<file path="config.mk">
export PLATFORM = sky130hd
export DESIGN_NAME = halfword_serializer
export DESIGN_NICKNAME = d
export VERILOG_FILES = /design/src/rtl/halfword_pkg.sv /design/src/rtl/halfword_serializer.sv
export SDC_FILE = /design/constraint.sdc
export NUM_CORES = 1
export LEC_CHECK = 0
export ABC_AREA = 1
export CAP_MARGIN = 20
export CORE_UTILIZATION = 30
export CTS_CLUSTER_SIZE = 20
export DETAILED_ROUTE_END_ITERATION = 6
export SYNTH_ARGS = -nofsm -noshare
export SYNTH_HDL_FRONTEND = slang
export SYNTH_SLANG_ARGS = --single-unit
export TNS_END_PERCENT = 10
</file>
<file path="constraint.sdc">
create_clock -name clk -period 3.4 [get_ports clk]
set_clock_uncertainty 0.15 [all_clocks]
set_input_delay 1.02 -clock clk [delete_from_list [all_inputs] [get_ports clk]]
set_output_delay 1.02 -clock clk [all_outputs]
set_load 0.1 [all_outputs]
</file>
<file path="src/rtl/halfword_pkg.sv">
// Shared widths and FSM state type for the halfword serializer.
package halfword_pkg;

  localparam int HW_WIDTH     = 16;
  localparam int HW_FRAME_LEN = 16;
  localparam int HW_CNT_W     = $clog2(HW_FRAME_LEN);

  typedef enum logic {
    IDLE = 1'b0,
    SEND = 1'b1
  } ser_state_t;

endpackage

</file>
<file path="src/rtl/halfword_serializer.sv">
// Loads a 16-halfword parallel frame and emits it in15 first down to in0 over a valid/ready stream.
// Optional out_last port is enabled by defining HALFWORD_SERIALIZER_LAST_EN.
//
// state | meaning
// IDLE  | no frame held; accepting a new frame, out_valid low
// SEND  | frame held; presenting buffer[cnt], can reload on the final beat
module halfword_serializer
  import halfword_pkg::*;
#(
  parameter int LENGTH = HW_FRAME_LEN
) (
  input  logic                clk,
  input  logic                rst_n,
  input  logic [HW_WIDTH-1:0] in0,
  input  logic [HW_WIDTH-1:0] in1,
  input  logic [HW_WIDTH-1:0] in2,
  input  logic [HW_WIDTH-1:0] in3,
  input  logic [HW_WIDTH-1:0] in4,
  input  logic [HW_WIDTH-1:0] in5,
  input  logic [HW_WIDTH-1:0] in6,
  input  logic [HW_WIDTH-1:0] in7,
  input  logic [HW_WIDTH-1:0] in8,
  input  logic [HW_WIDTH-1:0] in9,
  input  logic [HW_WIDTH-1:0] in10,
  input  logic [HW_WIDTH-1:0] in11,
  input  logic [HW_WIDTH-1:0] in12,
  input  logic [HW_WIDTH-1:0] in13,
  input  logic [HW_WIDTH-1:0] in14,
  input  logic [HW_WIDTH-1:0] in15,
  input  logic                in_valid,
  output logic                in_ready,
  output logic [HW_WIDTH-1:0] out_data,
  output logic                out_valid,
  input  logic                out_ready,
`ifdef HALFWORD_SERIALIZER_LAST_EN
  output logic                out_last,
`endif
  output logic                busy
);

  ser_state_t          state;
  ser_state_t          state_next;
  logic [HW_WIDTH-1:0] buffer [HW_FRAME_LEN];
  logic [HW_WIDTH-1:0] frame  [HW_FRAME_LEN];
  logic [HW_CNT_W-1:0] cnt;
  logic                load;
  logic                beat;
  logic                last_idx;

  assign frame[0]  = in0;
  assign frame[1]  = in1;
  assign frame[2]  = in2;
  assign frame[3]  = in3;
  assign frame[4]  = in4;
  assign frame[5]  = in5;
  assign frame[6]  = in6;
  assign frame[7]  = in7;
  assign frame[8]  = in8;
  assign frame[9]  = in9;
  assign frame[10] = in10;
  assign frame[11] = in11;
  assign frame[12] = in12;
  assign frame[13] = in13;
  assign frame[14] = in14;
  assign frame[15] = in15;

  assign last_idx  = (cnt == '0);
  assign out_valid = (state == SEND);
  assign busy      = (state == SEND);
  assign out_data  = (state == SEND) ? buffer[cnt] : '0;
  assign load      = in_valid && in_ready;
  assign beat      = out_valid && out_ready;

`ifdef HALFWORD_SERIALIZER_LAST_EN
  assign out_last  = out_valid && last_idx;
`endif

  always_ff @(posedge clk or negedge rst_n) begin
    if (!rst_n) begin
      state <= IDLE;
    end else begin
      state <= state_next;
    end
  end

  // in_ready is gated by rst_n so it reads low throughout reset
  always_comb begin
    state_next = state;
    in_ready   = 1'b0;
    case (state)
      IDLE: begin
        in_ready = rst_n;
        if (load) state_next = SEND;
      end
      SEND: begin
        in_ready = last_idx && out_ready;
        if (beat && last_idx && !load) state_next = IDLE;
      end
      default: state_next = IDLE;
    endcase
  end

  always_ff @(posedge clk or negedge rst_n) begin
    if (!rst_n) begin
      cnt <= '0;
      for (int i = 0; i < HW_FRAME_LEN; i++) buffer[i] <= '0;
    end else if (load) begin
      cnt <= HW_CNT_W'(LENGTH - 1);
      for (int i = 0; i < HW_FRAME_LEN; i++) buffer[i] <= frame[i];
    end else if (beat && !last_idx) begin
      cnt <= cnt - 1'b1;
    end
  end

endmodule

</file>
==> flow_summary.ini, run 1 <==
[clock_tree]
cts.sinks = 261
cts_tree = built
insertion_delay_ps = 560
clk_path_buf_depth = 3
cts-buffers-inserted = 30
clock_tree.root_cell = clkbuf_16
clk_pin_slew_worst_paths_ps = 60
htreeDepth = 1

[logic_synthesis]
synth_seq_area_share = 0.506
synth_common_cells = 442 x nand2_1, 305 x nor2_1, 261 x dfrtp_1
ys.flop_type = dfrtp_1
synthesis.nets = 2029
syn_avg_cell_area_um2 = 7.31
syn_area_mm2 = 0.0129
synth_most_common_cell = nand2_1
yosysWarnings = 0
synth_edf_count = 0
async_reset_ff_frac = 1.00
ys_seq_elements = 261
yosys.area.top_type = dfrtp_1
synthTopCellsByArea = dfrtp_1 51%, nand2_1 13%, nor2_1 8.9%
synth_cell_types = 20
yosysTopAreaCellShare = 0.506
synthCells = 1767

[sta]
hold_viol_final = 0
setup_violations = 16
fin_ws_ps = -124
finalCriticalPeriod_ps = 3520
max_freq_mhz = 284
final_max_slew_viol_count = 0
max_slew_margin = 0.392
worstMarginPinSlew_ps = 912
rsz0062_at_grt = yes
period_share = 1.04

[layout]
antenna-diode-count = 0
fin_util = 0.439
multi_input_area_mm2 = 0.00554
num-fill-cells = 4245
ff_latch_area_mm2 = 0.00654
drive_gt1_frac = 0.126
final_nets = 2281
syn_to_final_growth_pct = 43.7

[pwr]
power_frac_clock = 0.166
combPwrFrac = 0.581
powerDensity_mw_per_mm2 = 1080
p_total_w = 0.0200
p_int_w = 0.0107
max-vdd-ir-drop_mv = 0.999
pwr-share-seq = 0.253
netSwitchingFraction = 0.464
p_sw_w = 0.00930
leakagePower_nw = 9.18

[global_route]
overflow = 0
grt_start_max_net_pins = 152
grt_pass1_vias = 12115
grtUsageTotal = 0.200
antenna_found_initial = 0
grt_pass1_wl_um = 68000

[worst_setup_path]
crit_path_start = cnt[0]
endpoint_kind = primary output
r2r-start = cnt[0]
path_class = reg -> out
worstPathArrival_ps = 2350
cp_data_required_time_ps = 2230
crit_fanout = 18
worst_setup_path_start_kind = register

[job]
drv_cap = 0

[route]
drc = 0
avgRoutedWirePerCell_um = 17.8
routed_wirelength_um = 46000
first_pass_iters = 7
vias = 12211
ant_nets = 0
vias_per_cell = 4.73
drtIter0Drc = 890

[run_status]
status = finished, violations left
violations = setup timing

[floorplanning]
die_area_mm2 = 0.0439
core.rowCount = 75
die_h_um = 209
die_x_um = 209
core_mm2 = 0.0422
start_util = 0.306
ioPinCount = 279

[placed_design]
port_buffers = 278
dp_slack_ps = 171
gp_congestion = 0.806
hpwl_um = 31400

[worst_hold_path]
hp-start = buffer[20]
worstHoldPathType = reg -> reg
## flip-flops by register name, summed over array words and instances, names as in the netlist
signal,cells
busy,1
cnt,4
buffer,256
## worst paths after layout
check | end | slack (ps) | depth (start not counted)
min reg2reg | buffer[20] | 320 | 2
min | buffer[20] | 320 | 2
min in group asynchronous | buffer[96] | 380 | 2
max reg2reg | buffer[66] | 630 | 11
max in group asynchronous | buffer[187] | 1370 | 3
max | out_data[9] | -120 | 11
## cell families after synthesis
group / Yosys count / synth area share
simple gates: 934 / 0.291
buf+inv: 344 / 0.113
flops: 261 / 0.506
fa+ha+maj: 2 / 0.00194
compound gates: 226 / 0.0878
## area by class of cell
type,instances,area share
clock inverter,11,0.00600
clock buffer,44,0.0493
timing repair buffer,334,0.210
inverter,230,0.0472
tap,539,0.0363
multi-input combinational,1162,0.298
sequential,261,0.352
## metrics by stage
step / std cells / TNS, ps / hold WS [ps] / cell area, um^2
2_1_floorplan: 1767 / -8730 / 293 / 12900
3_3_place_gp: 2501 / 0 / 306 / 16400
3_5_place_dp: 2501 / 0 / 310 / 16400
4_1_cts: 2563 / -2320 / 325 / 17800
5_1_grt: 2581 / -2700 / 339 / 18600
6_report: 2581 / -1410 / 320 / 18600
## power groups by stage
stage | registers [W] | clock network, W | logic [W]
floorplan | 0.00496 | 0 | 0.00623
detailed placement | 0.00514 | 0 | 0.00978
global placement | 0.00509 | 0 | 0.00969
CTS | 0.00508 | 0.00340 | 0.0105
global route | 0.00519 | 0.00353 | 0.0126
finish | 0.00506 | 0.00332 | 0.0116
## worst max-delay path: stages, from the launching register on
cell and delay (ps):
dfrtp_4 440, buf_12 160, inv_8 60, buf_16 170
nand2_1 70, nand3_1 130, nand2_2 150, nand2_1 70
nand2_1 70, inv_1 60, a21oi_4 190, buf_12 200
## timing repair
item                                    in CTS  in global routing
buffers inserted                             4                  8
pin swaps                                   21                 52
hold buffers                                 0                  0
resized for setup                           58                107
endpoints found under the setup margin      17                 17
cloned                                       3                 11
## per-layer routing
layer / track usage / up-vias / wire [um]
met3: 0.0323 / 66 / 2750
met1: 0.278 / 5834 / 20900
met2: 0.319 / 370 / 21100
li1: - / 5941 / -
met4: 0.0631 / 0 / 1280
met5: 0 / - / 0
## layout by cell type (no fill, tap or decap)
cell type        instances
a21oi_1                209
dfrtp_4                  2
clkbuf_8                 9
clkinv_2                 7
or2_2                    1
ha_1                     2
inv_8                    1
bufinv_16                2
clkdlybuf4s50_1        257
nand2_2                 41
nand2_4                  2
nor2_2                   1
nand3_1                129
inv_4                    2
a21oi_4                 14
clkbuf_16               41
inv_6                    1
buf_2                    1
nand2_8                  1
o211ai_1                 1
buf_6                    1
buf_16                   6
buf_8                    1
buf_4                   22
inv_2                    9
inv_1                  218
a21oi_2                  2
nor2_4                   1
buf_12                  36
nand3_2                 44
clkbuf_1                 4
nor2_1                 305
dfrtp_1                259
nand3_4                  9
nand2_1                400
clkinvlp_4               1
(Power assumes the default switching activity.)
==> run 2: changes to the inputs <==
- CORE_UTILIZATION: 30 -> 50
- PLACE_DENSITY: default -> 0.79
- TNS_END_PERCENT: 10 -> 100
==> run 2 against run 1 <==
Compared with the run above:
- the run still ends with setup timing left
- worst setup slack better by 81 ps
- maximum frequency up 2.3%
- sequential power about the same
- power fell by 4.6%
- hold slack improved by 2.1 ps
- flip-flop and latch count stayed put
- first-iteration DRC count up 57%
- non-clock buffer count shrank 13
- clock power decreased by 1%
- critical path type unchanged
- highest routed layer unchanged
- wire length is 14% lower
- largest power group unchanged
- design area is 3.7% lower
==> flow_summary.ini, run 2 (synthesis gave the netlist of run 1 again) <==
[run_status]
status = finished, violations left
violations = setup timing

[layout]
final_common_cell = nand2_1
drive_gt1_frac = 0.104
syn_to_final_growth_pct = 38.4
max_flop_register = buffer
final_cell_mix = 429 x nand2_1, 296 x nor2_1, 259 x dfrtp_1
largest_reg_flops = 256
num-fill-cells = 1958
final_nets = 2267

[clock_tree]
holdBufCountCts = 0
cts-buffers-inserted = 29
cts_tree = built
clock_tree.root_cell = clkbuf_16
htreeDepth = 1
insertion_delay_ps = 530
clk_path_buf_depth = 3
cts.sinks = 261
clk_pin_slew_worst_paths_ps = 60

[floorplanning]
die_x_um = 163
start_util = 0.511
core_mm2 = 0.0253
die_area_mm2 = 0.0265
core.rowCount = 58
ioPinCount = 279
die_h_um = 163

[worst_setup_path]
crit_fanout = 7
cp_top_family = flip-flops
worstPathArrival_ps = 2270
path_cells = buf_12, buf_6, nand2_1, nand3_1, nand3_2, nand3_4, a21oi_4, buf_12
crit_path_start = cnt[0]
critical_path_buf_inv_count = 3
path_class = reg -> out
r2r-start = cnt[0]
worst_setup_path_start_kind = register
cp_slowest_cell = dfrtp_4
cp_data_required_time_ps = 2230
endpoint_kind = primary output
max_stage_delay_ps = 580
crit_top_cell = buf_12

[global_route]
grt_start_max_net_pins = 146
antenna_found_initial = 2
grt_pass1_vias = 11866
grt_pass1_wl_um = 62100
overflow = 0
grtUsageTotal = 0.302

[pwr]
powerDensity_mw_per_mm2 = 1070
power_frac_clock = 0.172
leakagePower_nw = 8.98
netSwitchingFraction = 0.458
pwr-share-seq = 0.266
p_sw_w = 0.00876
max-vdd-ir-drop_mv = 0.948
combPwrFrac = 0.562
p_int_w = 0.0104

[route]
wl_met2_um = 18800
met3_wirelength_um = 3150
wl_met1_um = 16400
avgRoutedWirePerCell_um = 16.8
drtIter0Drc = 1399
ant_nets = 0
vias = 12294
routed_wirelength_um = 39500
vias_per_cell = 5.21
top_layer = met4
drc = 0
first_pass_iters = 5

[worst_hold_path]
hp-start = buffer[27]
worstHoldPathType = reg -> reg

[sta]
hold-worst-slack_ps = 322
setup_violations = 12
max_freq_mhz = 290
rsz0062_at_grt = yes
finalCriticalPeriod_ps = 3440
period_share = 1.01
fin_ws_ps = -42.9
worstMarginPinSlew_ps = 831
final_max_slew_viol_count = 0
hold_viol_final = 0
max_slew_margin = 0.446

[placed_design]
port_buffers = 278
gp_congestion = 0.863
dp_slack_ps = 113
hpwl_um = 26500

[job]
drv_cap = 0
-- run 2: layer usage --
layer,global-route usage,vias up
li1,-,5908
met2,0.490,542
met4,0.104,0
met1,0.414,5774
met5,0,-
met3,0.0456,70
-- run 2: power by group through the flow --
stage          Sequential, W  Clock, W  Combinational, W
2_1_floorplan        0.00496         0           0.00623
3_3_place_gp         0.00504         0           0.00928
3_5_place_dp         0.00511         0           0.00948
4_1_cts              0.00509   0.00330            0.0105
5_1_grt              0.00523   0.00344            0.0115
6_report             0.00509   0.00328            0.0107
-- run 2: area by class of cell --
cell class / count / area (um^2) / share of cell area
Sequential cell: 261 / 6540 / 0.366
Clock buffer: 41 / 871 / 0.0487
Multi-Input combinational cell: 1162 / 5380 / 0.301
Inverter: 230 / 866 / 0.0485
Antenna cell: 2 / 5.00 / 0.000280
Tap cell: 330 / 413 / 0.0231
Timing Repair Buffer: 321 / 3650 / 0.204
Clock inverter: 11 / 138 / 0.00770
-- run 2: path summary, 6_finish.rpt --
path                          endpoint  slack, ps  depth (start not counted)
max in group asynchronous  buffer[204]       1350                          3
min reg2reg                 buffer[27]        320                          2
min in group asynchronous  buffer[217]        380                          2
min                         buffer[27]        320                          2
max reg2reg                 buffer[30]        880                         10
max                        out_data[4]        -40                          8
-- run 2: metrics by stage --
| stage | total power [W] | std cells | area [um^2] | utilization | TNS (ps) |
|---|---|---|---|---|---|
| 2_1_floorplan | 0.0112 | 1767 | 12900 | - | -8550 |
| 3_3_place_gp | 0.0143 | 2292 | 16100 | 0.637 | 0 |
| 3_5_place_dp | 0.0146 | 2292 | 16100 | 0.637 | 0 |
| 4_1_cts | 0.0189 | 2356 | 17700 | 0.703 | -362 |
| 5_1_grt | 0.0202 | 2358 | 17900 | 0.707 | -1650 |
| 6_report | 0.0191 | 2358 | 17900 | 0.707 | -342 |
-- run 2: repair_timing --
item,CTS,global route
gates cloned,8,0
buffers inserted,4,0
gates resized for setup,83,26
setup endpoints to repair,16,17
pin swaps,38,14
-- run 2: tightest hold or removal path: stages (launching register included) --
cell and delay [ps]:
dfrtp_1 340, nand2_1 60, nand2_1 50
==> run 3: changes to the inputs <==
- CORE_UTILIZATION: 50 -> 51
- PLACE_DENSITY: 0.79 -> 0.8
==> run 3 against run 2 <==
Compared with the run above:
- the run ends with DRC, setup timing left
- sequential power hardly changed
- final cell count hardly changed
- register-to-register slack worse by 270 ps
- global-route usage is 0.41 points higher
- via count is 2.6% higher
==> flow_summary.ini, run 3 (synthesis gave the netlist of run 1 again) <==
[clock_tree]
htreeDepth = 1
cts.sinks = 261
cts-buffers-inserted = 28
cts_tree = built
clk_pin_slew_worst_paths_ps = 60
clk_path_buf_depth = 3
clock_tree.root_cell = clkbuf_16
insertion_delay_ps = 530

[floorplanning]
core.rowCount = 57
die_x_um = 161
start_util = 0.525
ioPinCount = 279
die_area_mm2 = 0.0260
core_mm2 = 0.0246
die_h_um = 161

[sta]
hold_viol_final = 0
setup_violations = 16
max_freq_mhz = 287
max_slew_margin = 0.441
finalSetupTns_ps = -844
finalCriticalPeriod_ps = 3490
rsz0062_at_grt = yes
period_share = 1.03
fin_ws_ps = -86.9
final_max_slew_viol_count = 0
worstMarginPinSlew_ps = 838

[layout]
max_flop_register = buffer
final_common_cell = nand2_1
largest_reg_flops = 256
drive_gt1_frac = 0.127
syn_to_final_growth_pct = 41.8
final_nets = 2276
num-fill-cells = 1743
final_cell_mix = 405 x nand2_1, 305 x nor2_1, 258 x dfrtp_1

[global_route]
overflow = 0
antenna_found_initial = 1
grt_pass1_vias = 12206
grt_pass1_wl_um = 62700
grtUsageTotal = 0.306
grt_start_max_net_pins = 154

[worst_setup_path]
path_class = reg -> out
crit_fanout = 26
endpoint_kind = primary output
worstPathArrival_ps = 2320
cp_data_required_time_ps = 2230
worst_setup_path_start_kind = register

[job]
drv_cap = 0

[placed_design]
dp_slack_ps = 151
hpwl_um = 26200
port_buffers = 278
gp_congestion = 0.869

[worst_hold_path]
worstHoldPathType = reg -> reg

[pwr]
max-vdd-ir-drop_mv = 0.962
powerDensity_mw_per_mm2 = 1080
leakagePower_nw = 9.19

[route]
vias = 12617
vias_per_cell = 5.35
first_pass_iters = 7
drtIter0Drc = 1404
avgRoutedWirePerCell_um = 17.7
drc = 1
ant_nets = 0
routed_wirelength_um = 41900

[run_status]
status = finished, violations left
violations = DRC, setup timing
## run 3: critical path, stage by stage, from the launching register on
cell and delay [ps]:
dfrtp_4 500, buf_8 160, clkbuf_16 200, nand2_1 80
nand3_1 80, nand2_1 110, nand2_1 80, nand2_1 90
inv_1 70, a21oi_4 200, buf_12 200
## run 3: timing repair
item                                    in CTS  in global routing
cloned                                       8                 11
endpoints found under the setup margin      16                 16
hold buffers                                 0                  0
gates resized for setup                    104                 80
buffers inserted                             3                  4
pin swaps                                   32                 65
## run 3: final cells by class
cell class | instances | area (um^2) | share of cell area
inverters | 230 | 878 | 0.0480
clock buffers | 38 | 800 | 0.0437
multi-input cells | 1162 | 5660 | 0.309
repair buffers | 330 | 3860 | 0.211
flip-flops and latches | 261 | 6540 | 0.357
clock inverters | 13 | 149 | 0.00814
repair inverters | 1 | 8.76 | 0.000479
diodes | 1 | 2.50 | 0.000137
well taps | 324 | 405 | 0.0222
## run 3: layer usage
layer | part of all wire | track usage | up-vias
met4 | 0.035 | 0.103 | 0
met1 | 0.40 | 0.416 | 5950
li1 | - | - | 5923
met2 | 0.47 | 0.502 | 639
met5 | 0 | 0 | -
met3 | 0.092 | 0.0488 | 105
## run 3: final timing paths
| check | cells after the start | slack [ps] | to | startpoint |
|---|---|---|---|---|
| worst max-delay path | 10 | -90 | out_data[11] | cnt[0] |
| worst min-delay path | 2 | 320 | buffer[122] | buffer[122] |
| worst max register to register | 12 | 610 | buffer[209] | cnt[0] |
| worst min register to register | 2 | 320 | buffer[122] | buffer[122] |
| max in group asynchronous | 3 | 1290 | buffer[44] | rst_n |
| min in group asynchronous | 2 | 500 | buffer[191] | rst_n |
## run 3: metrics by stage
step / hold slack [ps] / area, um^2 / cells / total power (W) / utilization
final: 318 / 18300 / 2360 / 0.0199 / 0.744
after floorplan: 293 / 12900 / 1767 / 0.0112 / -
after global routing: 338 / 18300 / 2359 / 0.0209 / 0.744
after detailed placement: 310 / 16000 / 2282 / 0.0144 / 0.651
after CTS: 325 / 17700 / 2344 / 0.0188 / 0.720
after global placement: 305 / 16000 / 2282 / 0.0142 / 0.651
## run 3: power by group
group / total (W) / internal (W) / switching (W)
logic: 0.0117 / 0.00421 / 0.00745
registers: 0.00506 / 0.00454 / 0.000518
clock network: 0.00313 / 0.00187 / 0.00126
total: 0.0199 / 0.0106 / 0.00923
